--- src/rtl/sccb_if.sv ---
// SCCB write-master bundle: request handshake plus the SIO_C/SIO_D pad signals.
// "master" is the view of the SCCB write engine; "slave" is the requester/pad side.
interface sccb_if;
  logic       req;
  logic [7:0] wr_id;
  logic [7:0] wr_sub;
  logic [7:0] wr_data;
  logic       rdy;
  logic       busy;
  logic       done;
  logic       ack_err;
  logic       sio_c;
  logic       sio_d;
  logic       sio_d_oe;
  logic       sio_din;

  modport master (
    input  req, wr_id, wr_sub, wr_data, sio_din,
    output rdy, busy, done, ack_err, sio_c, sio_d, sio_d_oe
  );

  modport slave (
    output req, wr_id, wr_sub, wr_data, sio_din,
    input  rdy, busy, done, ack_err, sio_c, sio_d, sio_d_oe
  );
endinterface

--- src/rtl/sccb_write.sv ---
// SCCB 3-phase write master: START, ID+X, SUB+X, DATA+X, STOP, then an idle gap.
// Each SIO_C bit slot is CLK_DIV clocks; all bus and status outputs are registered.
module sccb_write #(
  parameter int unsigned CLK_DIV    = 50,
  parameter int unsigned GAP_CYCLES = 100
) (
  input  logic   clk,
  input  logic   rst_n,
  sccb_if.master bus
);

  localparam int unsigned CW = $clog2(CLK_DIV);
  localparam int unsigned GW = $clog2(GAP_CYCLES + 1);

  localparam logic [CW-1:0] CycQ    = CW'(CLK_DIV / 4);
  localparam logic [CW-1:0] CycH    = CW'(CLK_DIV / 2);
  localparam logic [CW-1:0] Cyc3Q   = CW'(3 * CLK_DIV / 4);
  localparam logic [CW-1:0] CycLast = CW'(CLK_DIV - 1);
  localparam logic [GW-1:0] GapLast = GW'(GAP_CYCLES - 1);
  localparam logic [4:0]    SlotStop = 5'd28;

  typedef enum logic [1:0] {StIdle, StXfer, StGap} state_e;

  state_e        state_q;
  logic [CW-1:0] cyc_q;
  logic [4:0]    slot_q;
  logic [GW-1:0] gap_q;
  logic [26:0]   shift_q;
  logic          err_q;
  logic          sio_c_q, sio_d_q, oe_q;
  logic          rdy_q, busy_q, done_q, ack_err_q;
  logic          is_x_slot;

  // Acknowledge (X) slots follow each byte; the pad is released there.
  assign is_x_slot = (slot_q == 5'd9) || (slot_q == 5'd18) || (slot_q == 5'd27);

  // Frame sequencer: slot/cycle counters, wire waveform and status, all in one register block.
  always_ff @(posedge clk or negedge rst_n) begin
    if (!rst_n) begin
      state_q   <= StIdle;
      cyc_q     <= '0;
      slot_q    <= '0;
      gap_q     <= '0;
      shift_q   <= '0;
      err_q     <= 1'b0;
      sio_c_q   <= 1'b1;
      sio_d_q   <= 1'b1;
      oe_q      <= 1'b1;
      rdy_q     <= 1'b1;
      busy_q    <= 1'b0;
      done_q    <= 1'b0;
      ack_err_q <= 1'b0;
    end else begin
      done_q <= 1'b0;
      unique case (state_q)
        StIdle: begin
          if (bus.req) begin
            state_q   <= StXfer;
            cyc_q     <= '0;
            slot_q    <= '0;
            // X positions hold 1 so the released line idles high; ID bit0 is the write flag.
            shift_q   <= {bus.wr_id[7:1], bus.wr_id[0] & 1'b0, 1'b1,
                          bus.wr_sub, 1'b1, bus.wr_data, 1'b1};
            err_q     <= 1'b0;
            ack_err_q <= 1'b0;
            rdy_q     <= 1'b0;
            busy_q    <= 1'b1;
          end
        end
        StXfer: begin
          if (slot_q == 5'd0) begin
            if (cyc_q == CycQ) sio_d_q <= 1'b0;
          end else if (slot_q == SlotStop) begin
            if (cyc_q == '0) sio_c_q <= 1'b0;
            if (cyc_q == CycQ) begin
              sio_d_q <= 1'b0;
              oe_q    <= 1'b1;
            end
            if (cyc_q == CycH) sio_c_q <= 1'b1;
            if (cyc_q == Cyc3Q) sio_d_q <= 1'b1;
          end else begin
            if (cyc_q == '0) sio_c_q <= 1'b0;
            if (cyc_q == CycQ) begin
              sio_d_q <= shift_q[26];
              shift_q <= {shift_q[25:0], 1'b0};
              oe_q    <= ~is_x_slot;
            end
            if (cyc_q == CycH) sio_c_q <= 1'b1;
            if (cyc_q == Cyc3Q && is_x_slot && bus.sio_din) err_q <= 1'b1;
          end

          if (cyc_q == CycLast) begin
            cyc_q <= '0;
            if (slot_q == SlotStop) begin
              state_q   <= StGap;
              gap_q     <= '0;
              done_q    <= 1'b1;
              ack_err_q <= err_q;
            end else begin
              slot_q <= slot_q + 5'd1;
            end
          end else begin
            cyc_q <= cyc_q + 1'b1;
          end
        end
        StGap: begin
          if (gap_q == GapLast) begin
            state_q <= StIdle;
            rdy_q   <= 1'b1;
            busy_q  <= 1'b0;
          end else begin
            gap_q <= gap_q + 1'b1;
          end
        end
        default: state_q <= StIdle;
      endcase
    end
  end

  assign bus.sio_c    = sio_c_q;
  assign bus.sio_d    = sio_d_q;
  assign bus.sio_d_oe = oe_q;
  assign bus.rdy      = rdy_q;
  assign bus.busy     = busy_q;
  assign bus.done     = done_q;
  assign bus.ack_err  = ack_err_q;

endmodule

--- src/flat_wrapper.sv ---
// flat-port wrapper written by rule: the top's interface ports become plain ports
module sccb_write_flat 
#(
  parameter int unsigned CLK_DIV    = 50,
  parameter int unsigned GAP_CYCLES = 100
)
  (clk, rst_n, bus_req, bus_wr_id, bus_wr_sub, bus_wr_data, bus_sio_din, bus_rdy, bus_busy, bus_done, bus_ack_err, bus_sio_c, bus_sio_d, bus_sio_d_oe);
  sccb_if bus_i ();
  input  logic clk;
  input  logic rst_n;
  input wire logic [$bits(bus_i.req)-1:0] bus_req;
  input wire logic [$bits(bus_i.wr_id)-1:0] bus_wr_id;
  input wire logic [$bits(bus_i.wr_sub)-1:0] bus_wr_sub;
  input wire logic [$bits(bus_i.wr_data)-1:0] bus_wr_data;
  input wire logic [$bits(bus_i.sio_din)-1:0] bus_sio_din;
  output wire logic [$bits(bus_i.rdy)-1:0] bus_rdy;
  output wire logic [$bits(bus_i.busy)-1:0] bus_busy;
  output wire logic [$bits(bus_i.done)-1:0] bus_done;
  output wire logic [$bits(bus_i.ack_err)-1:0] bus_ack_err;
  output wire logic [$bits(bus_i.sio_c)-1:0] bus_sio_c;
  output wire logic [$bits(bus_i.sio_d)-1:0] bus_sio_d;
  output wire logic [$bits(bus_i.sio_d_oe)-1:0] bus_sio_d_oe;
  assign bus_i.req = bus_req;
  assign bus_i.wr_id = bus_wr_id;
  assign bus_i.wr_sub = bus_wr_sub;
  assign bus_i.wr_data = bus_wr_data;
  assign bus_i.sio_din = bus_sio_din;
  assign bus_rdy = bus_i.rdy;
  assign bus_busy = bus_i.busy;
  assign bus_done = bus_i.done;
  assign bus_ack_err = bus_i.ack_err;
  assign bus_sio_c = bus_i.sio_c;
  assign bus_sio_d = bus_i.sio_d;
  assign bus_sio_d_oe = bus_i.sio_d_oe;
  sccb_write #(.CLK_DIV(CLK_DIV), .GAP_CYCLES(GAP_CYCLES)) u_core (.clk(clk), .rst_n(rst_n), .bus(bus_i));
endmodule
--- config.mk ---
export PLATFORM = sky130hd
export DESIGN_NAME = sccb_write_flat
export DESIGN_NICKNAME = d
export VERILOG_FILES = /design/src/rtl/sccb_if.sv /design/src/rtl/sccb_write.sv /design/src/flat_wrapper.sv
export SDC_FILE = /design/constraint.sdc
export NUM_CORES = 1
export LEC_CHECK = 0
export CAP_MARGIN = 20
export CORE_MARGIN = 3
export CORE_UTILIZATION = 45
export CTS_BUF_LIST = sky130_fd_sc_hd__clkbuf_2
export CTS_CLUSTER_SIZE = 8
export DETAILED_ROUTE_END_ITERATION = 8
export PLACE_DENSITY_LB_ADDON = 0.25
export SYNTH_ARGS = -nofsm -noshare
export SYNTH_HDL_FRONTEND = slang
export SYNTH_SLANG_ARGS = --single-unit
export TNS_END_PERCENT = 30
--- constraint.sdc ---
create_clock -name clk -period 2.4 [get_ports clk]
set_clock_uncertainty 0.2 [all_clocks]
set_input_delay 0.24 -clock clk [delete_from_list [all_inputs] [get_ports clk]]
set_output_delay 0.24 -clock clk [all_outputs]
set_load 0.03 [all_outputs]
==> reports/metrics.yaml <==
global_routing:
  grt_use_total_pct: 15.8
  antenna_found_initial: 0
  grt_max_degree: 34
  grt_overflow_total: 0
  grt_pass1_wl_um: 9890
  grt_pass1_vias: 2193
yosys:
  synthesis.nets: 345
  synth_fa_ha_area_share_pct: 3.28
  ys_warn_count: 0
  synth_top_family_by_area: "simple AND/OR/NAND/NOR gates"
  synthesis.area_um2: 3050
  synth-seq-cells: 55
  synth_compound_area_share_pct: 11.2
  async_reset_ff_share_pct: 100
  yosys.area_share.simple_pct: 21.6
  synth_edf_count: 0
  synth-xor-area-share_pct: 0
  synthMuxAreaShare_pct: 13.2
  synth-main-ff-cell: "dfrtp_1"
  yosys.cell_types.count: 54
  yosysSeqAreaShare_pct: 45.3
  syn_inst: 309
  syn-mean-instance-area_um2: 9.87
detailed_routing:
  post_drt_via_cell_ratio: 5.32
  remaining_drc_errors: 0
  drt_wl_total_um: 5750
  ant_nets: 0
  wl_per_cell_um: 13.8
  first_pass_iters: 4
  drt_iter0_drc: 57
  vias: 2218
timing:
  drv_slew: 0
  fin_ws_ps: 187
  min_period_ps: 2210
  final_hold_viol_count: 0
  max_freq_ghz: 0.452
  finalSetupTns_ps: 0
  timing.final.crit_share_pct: 92.2
  rsz0062_at_grt: "no"
  finalSetupViolations: 0
  relSlewSlack_pct: 64.6
  tightest_slew_ps: 531
floorplanning:
  core_um2: 6460
  die_x_um: 88.3
  rows: 29
  die_area_um2: 7800
  die_h_um: 88.3
  initial_core_util_pct: 47.2
  io-pin-count: 35
place:
  gp_congestion: 0.778
  place_ws_ps: 240
  dpl.hpwl_um: 4030
  io_buffer_count: 33
power:
  p_comb_share_pct: 30.3
  seqPwrFrac_pct: 54.4
  powerDensity_nw_per_um2: 657
  vdd_drop_max_mv: 0.331
  p_sw_share_pct: 33.7
  switchingPower_w: 0.000773
  leakagePower_nw: 1.70
  internal_power_w: 0.00152
  clkPwrFrac_pct: 15.3
clocking:
  clockBufferDepth: 2
  cts_buffers: 5
  cts_max_level: 2
  clk_latency_ps: 440
  root_buffer: "clkbuf_2"
  clk_pin_slew_ps: 260
  post_cts_resized: 0
  cts_sinks: 55
  cts_tree: "yes"
layout:
  regArea_um2: 1380
  area_growth_pct: 14.5
  fillCellCount: 592
  drive_above_1_share_pct: 15.9
  nets: 375
  utilization_pct: 54.1
  multi_input_area_um2: 1510
  num_antenna_cells: 0
critical_path:
  slowest_stage: "dfrtp_1"
  cp_num_buf_inv: 1
  critPathArrivalTime_ps: 2380
  required_ps: 2560
  crit_family: "simple AND/OR/NAND/NOR gates"
  worst_path_largest_cell_delay_ps: 460
  crit_path_end_kind: "register"
  critPathMaxFanout: 6
  worstPathCellList: "inv_1 > ha_1 > nand4b_2 > nor4_2 > and2b_4 > a211o_1"
  crit_type: "register to register"
  start_kind: "register"
run:
  maxCapViolCount: 0
status:
  outcome: "complete, no violations"
min_path:
  min_path_type: "primary input to async pin"
[power groups by stage]
| stage | logic [W] | clock network (W) | registers (W) |
|---|---|---|---|
| 6_report | 0.000696 | 0.000351 | 0.00125 |
| 2_1_floorplan | 0.000588 | 0 | 0.00120 |
| 5_1_grt | 0.000776 | 0.000410 | 0.00127 |
| 3_5_place_dp | 0.000697 | 0 | 0.00126 |
| 3_3_place_gp | 0.000684 | 0 | 0.00125 |
| 4_1_cts | 0.000703 | 0.000373 | 0.00124 |
[state kept, by name, indices dropped and copies added (netlist names), 2 cells and up]
register and cells:
u_core.shift_q 27, u_core.state_q 2, u_core.cyc_q 6, u_core.gap_q 7, u_core.slot_q 5
[final cells by class]
class / instances / area share [%]
Clock inverter: 3 / 0.430
Timing Repair Buffer: 41 / 11.8
Inverter: 15 / 1.61
Clock buffer: 5 / 0.717
Sequential cell: 55 / 39.6
Multi-Input combinational cell: 221 / 43.1
Tap cell: 77 / 2.76
[routing by layer]
metal  up-vias  GRT usage [%]  routed length [µm]
li1       1123              -                   -
met1      1069           21.7                2880
met3         5           3.91                 160
met4         0           3.30                  53
met5         -              0                   0
met2        21           25.6                2650
[synthesized netlist by cell type, types with 5 or more instances]
library cell | n | share of area (%)
nor3_1 | 6 | 0.98
inv_1 | 15 | 1.8
nand2_1 | 79 | 9.7
nand3_1 | 7 | 1.1
dfrtp_1 | 51 | 42
nor2_1 | 10 | 1.2
mux2_2 | 8 | 3.0
nand2b_1 | 6 | 1.2
buf_2 | 5 | 0.82
mux2_4 | 16 | 7.9
mux2i_1 | 6 | 2.0
ha_1 | 8 | 3.3
o21ai_0 | 18 | 3.0
[layout by cell type, fill, tap and decap left out, types with 5 or more instances in the layout]
cell / count
nand2_1: 79
dfrtp_1: 51
clkdlybuf4s50_1: 32
o21ai_0: 18
mux2_4: 16
inv_1: 15
nor2_1: 10
mux2_2: 8
ha_1: 8
nand3_1: 7
nand2b_1: 6
nor3_1: 6
mux2i_1: 6
clkbuf_2: 5
buf_4: 5
[per-stage QoR]
step / std cells / power, W / hold slack, ps / instance area [µm²]
6_report: 417 / 0.00229 / 48.3 / 3490
5_1_grt: 417 / 0.00246 / 18.1 / 3490
4_1_cts: 417 / 0.00232 / 55.3 / 3490
3_5_place_dp: 408 / 0.00196 / 54.6 / 3440
3_3_place_gp: 408 / 0.00194 / 56.4 / 3440
2_1_floorplan: 309 / 0.00178 / -256 / 3050
[cells by family after synthesis]
logic type / Yosys count
and+or+nand+nor: 132
DFF: 55
AOI/OAI and AO/OA: 50
buffers and inverters: 33
muxes: 31
adders and majority gates: 8
[path summary, 6_finish.rpt]
path / from / slack (ps) / to / cells past startpoint
hold reg to reg: u_core.bus.rdy$_DFFE_PN1P_ / 320 / u_core.bus.rdy$_DFFE_PN1P_ / 2
setup reg to reg: u_core.cyc_q[1]$_DFFE_PN0P_ / 190 / u_core.gap_q[4]$_DFFE_PN0P_ / 6
setup / recovery: u_core.cyc_q[1]$_DFFE_PN0P_ / 190 / u_core.gap_q[4]$_DFFE_PN0P_ / 6
max in group asynchronous: rst_n / 1330 / u_core.bus.rdy$_DFFE_PN1P_ / 3
min in group clk: bus_req / 260 / u_core.bus.rdy$_DFFE_PN1P_ / 4
hold / removal: rst_n / 50 / u_core.shift_q[5]$_DFFE_PN0P_ / 2
[timing repair]
action | CTS | global route
endpoints found under the hold margin | 54 | 0
hold buffers | 1 | 0
setup endpoints to repair | 0 | 0
buffers inserted | 0 | 0
Note: power is estimated with default switching activity, not from simulation.
==> patch: new RTL, config.mk and constraints unchanged <==
`CLK_DIV` is set to 50 in 2 places; all go to 100.
--- a/src/rtl/sccb_write.sv
+++ b/src/rtl/sccb_write.sv
@@ -1,7 +1,7 @@
 // SCCB 3-phase write master: START, ID+X, SUB+X, DATA+X, STOP, then an idle gap.
 // Each SIO_C bit slot is CLK_DIV clocks; all bus and status outputs are registered.
 module sccb_write #(
-  parameter int unsigned CLK_DIV    = 50,
+  parameter int unsigned CLK_DIV    = 100,
   parameter int unsigned GAP_CYCLES = 100
 ) (
   input  logic   clk,
--- a/src/flat_wrapper.sv
+++ b/src/flat_wrapper.sv
@@ -1,7 +1,7 @@
 // flat-port wrapper written by rule: the top's interface ports become plain ports
 module sccb_write_flat 
 #(
-  parameter int unsigned CLK_DIV    = 50,
+  parameter int unsigned CLK_DIV    = 100,
   parameter int unsigned GAP_CYCLES = 100
 )
   (clk, rst_n, bus_req, bus_wr_id, bus_wr_sub, bus_wr_data, bus_sio_din, bus_rdy, bus_busy, bus_done, bus_ack_err, bus_sio_c, bus_sio_d, bus_sio_d_oe);
Formal check against the unedited RTL: no difference found for any inputs over 10 cycles, from zero or initial values and one cycle with rst_n low; that may be too few to reach the edited logic, so the function may still have changed.
==> patch against the unedited design <==
  * Count of clock-buffer cells in the layout unchanged
  * Wire length increased by 12%
  * Setup slack got worse by 98 ps
  * Sequential power decreased by 4%
  * Fmax decreased by 4.2%
  * First-iteration DRC count increased by 30%
  * Area after synthesis decreased by 0.98%
  * Critical path depth unchanged
  * Via count increased by 4.5%
  * Sequential cell count increased by 1
  * Global-route usage increased by 2.2 points
  * Total power increased by 5.1%
  * Final area increased by 4.3%
  * Critical endpoint is now u_core.shift_q[10]
  * Largest power group unchanged
==> patch: results <==
<?xml version="1.0" encoding="UTF-8"?>
<metrics>
  <group name="status">
    <metric name="run_status" unit="">finished, final reports clean</metric>
  </group>
  <group name="global_routing">
    <metric name="grt_use_met2" unit="%">28.36</metric>
    <metric name="grt_first_pass_wirelength" unit="mm">10.96</metric>
    <metric name="grt.met1_usage" unit="%">26.11</metric>
    <metric name="met3_usage" unit="%">2.822</metric>
    <metric name="track_usage" unit="%">18.03</metric>
    <metric name="grt_max_degree" unit="">29</metric>
  </group>
  <group name="final_layout">
    <metric name="fillerInstances" unit="">584</metric>
    <metric name="buffers_excl_clock" unit="">57</metric>
    <metric name="sequential_cell_area" unit="um^2">1406</metric>
    <metric name="non_clock_buffer_area_share" unit="%">13.95</metric>
    <metric name="clock_area_share" unit="%">1.855</metric>
    <metric name="biggestRegsByFlops" unit="">u_core.shift_q x27, u_core.cyc_q x7, u_core.gap_q x7</metric>
    <metric name="layout.non_clock_inverters" unit="">8</metric>
    <metric name="area.growth.synth_to_final" unit="%">20.64</metric>
    <metric name="nNetsFinal" unit="">389</metric>
    <metric name="final_layout_size_suffix_gt1_share" unit="%">21.53</metric>
    <metric name="proportion_of_cell_area_occupied_by_multi_input_gates" unit="%">42.12</metric>
  </group>
  <group name="routing">
    <metric name="drt_iter0_markers" unit="">74</metric>
    <metric name="via_per_inst" unit="">5.391</metric>
    <metric name="detailroute.via_count" unit="">2318</metric>
  </group>
  <group name="synthesis">
    <metric name="synth-xor-area-share" unit="%">1.450</metric>
    <metric name="postSynthNetCount" unit="">335</metric>
    <metric name="synth-compound-area-share" unit="%">10.98</metric>
    <metric name="syn_avg_cell_area" unit="um^2">10.13</metric>
    <metric name="yosys-top-cells-area" unit="">sky130_fd_sc_hd__dfrtp_1 43%, sky130_fd_sc_hd__nand2_1 9.6%, sky130_fd_sc_hd__mux2_2 7.5%</metric>
    <metric name="netlist-cell-type-count" unit="">56</metric>
    <metric name="post_synth_fa_ha_maj_area_fraction" unit="%">3.730</metric>
    <metric name="post_synth_mux_area_share" unit="%">11.27</metric>
    <metric name="synth_top_cells_by_count" unit="">77 x sky130_fd_sc_hd__nand2_1, 52 x sky130_fd_sc_hd__dfrtp_1, 20 x sky130_fd_sc_hd__mux2_2, 12 x sky130_fd_sc_hd__nor2_1, 11 x sky130_fd_sc_hd__o21ai_0</metric>
  </group>
  <group name="timing">
    <metric name="max_slew.worst_pin.slew" unit="ps">640.4</metric>
    <metric name="final.period_utilization" unit="%">96.31</metric>
  </group>
  <group name="worst_setup_path">
    <metric name="timing.critical_path.fanout_max" unit="">12</metric>
    <metric name="regToRegSetupSlack" unit="ps">90</metric>
    <metric name="cp_data_arrival_time" unit="ps">2510</metric>
  </group>
  <group name="placed_design">
    <metric name="post_place_instance_area" unit="um^2">3548</metric>
    <metric name="dp_hpwl" unit="mm">4.548</metric>
  </group>
  <group name="power_and_ir_drop">
    <metric name="leakagePower" unit="nW">1.571</metric>
  </group>
  <group name="clock_network">
    <metric name="worst_setup_hold_path_clk_slew" unit="ps">290</metric>
  </group>
</metrics>
-- patch: cell count changes after synthesis, moves of 4 or more --
| cell | unedited run | this run |
|---|---|---|
| sky130_fd_sc_hd__nand4_1 | 3 | 9 |
| sky130_fd_sc_hd__mux2_4 | 16 | 3 |
| sky130_fd_sc_hd__mux2_2 | 8 | 20 |
| sky130_fd_sc_hd__nor3_1 | 6 | 1 |
| sky130_fd_sc_hd__a21oi_1 | 4 | 9 |
| sky130_fd_sc_hd__nand2b_1 | 6 | 2 |
| sky130_fd_sc_hd__xor2_1 | 0 | 4 |
| sky130_fd_sc_hd__inv_1 | 15 | 8 |
| sky130_fd_sc_hd__o21ai_0 | 18 | 11 |
-- patch: critical path, cell delays in order (launching register included) --
cell and delay, ps:
sky130_fd_sc_hd__dfrtp_1 440, sky130_fd_sc_hd__inv_1 70, sky130_fd_sc_hd__ha_1 160, sky130_fd_sc_hd__nor4b_4 290, sky130_fd_sc_hd__nand4_4 200, sky130_fd_sc_hd__o21ai_4 490
sky130_fd_sc_hd__mux2_2 400
-- patch: timing repair --
item                       in CTS  in global routing
hold endpoints to repair       25                  0
hold buffers                    1                  0
setup endpoints to repair      22                  0
gates resized for setup         1                  0
-- patch: logic make-up after synthesis --
group | count (synthesis)
flops | 56
buf+inv | 19
xor+xnor | 5
mux | 30
simple gates | 134
compound gates | 45
fa+ha+maj | 9
-- patch: report_power, final --
group,switching (mW),internal (mW)
combinational,0.363,0.370
clock,0.303,0.175
sequential,0.111,1.09
-- patch: layer usage --
layer | share of wire, % | wire [um]
met5 | 0 | 0
met4 | 0.79 | 51
met3 | 2.7 | 174
met2 | 45 | 2924
met1 | 51 | 3284
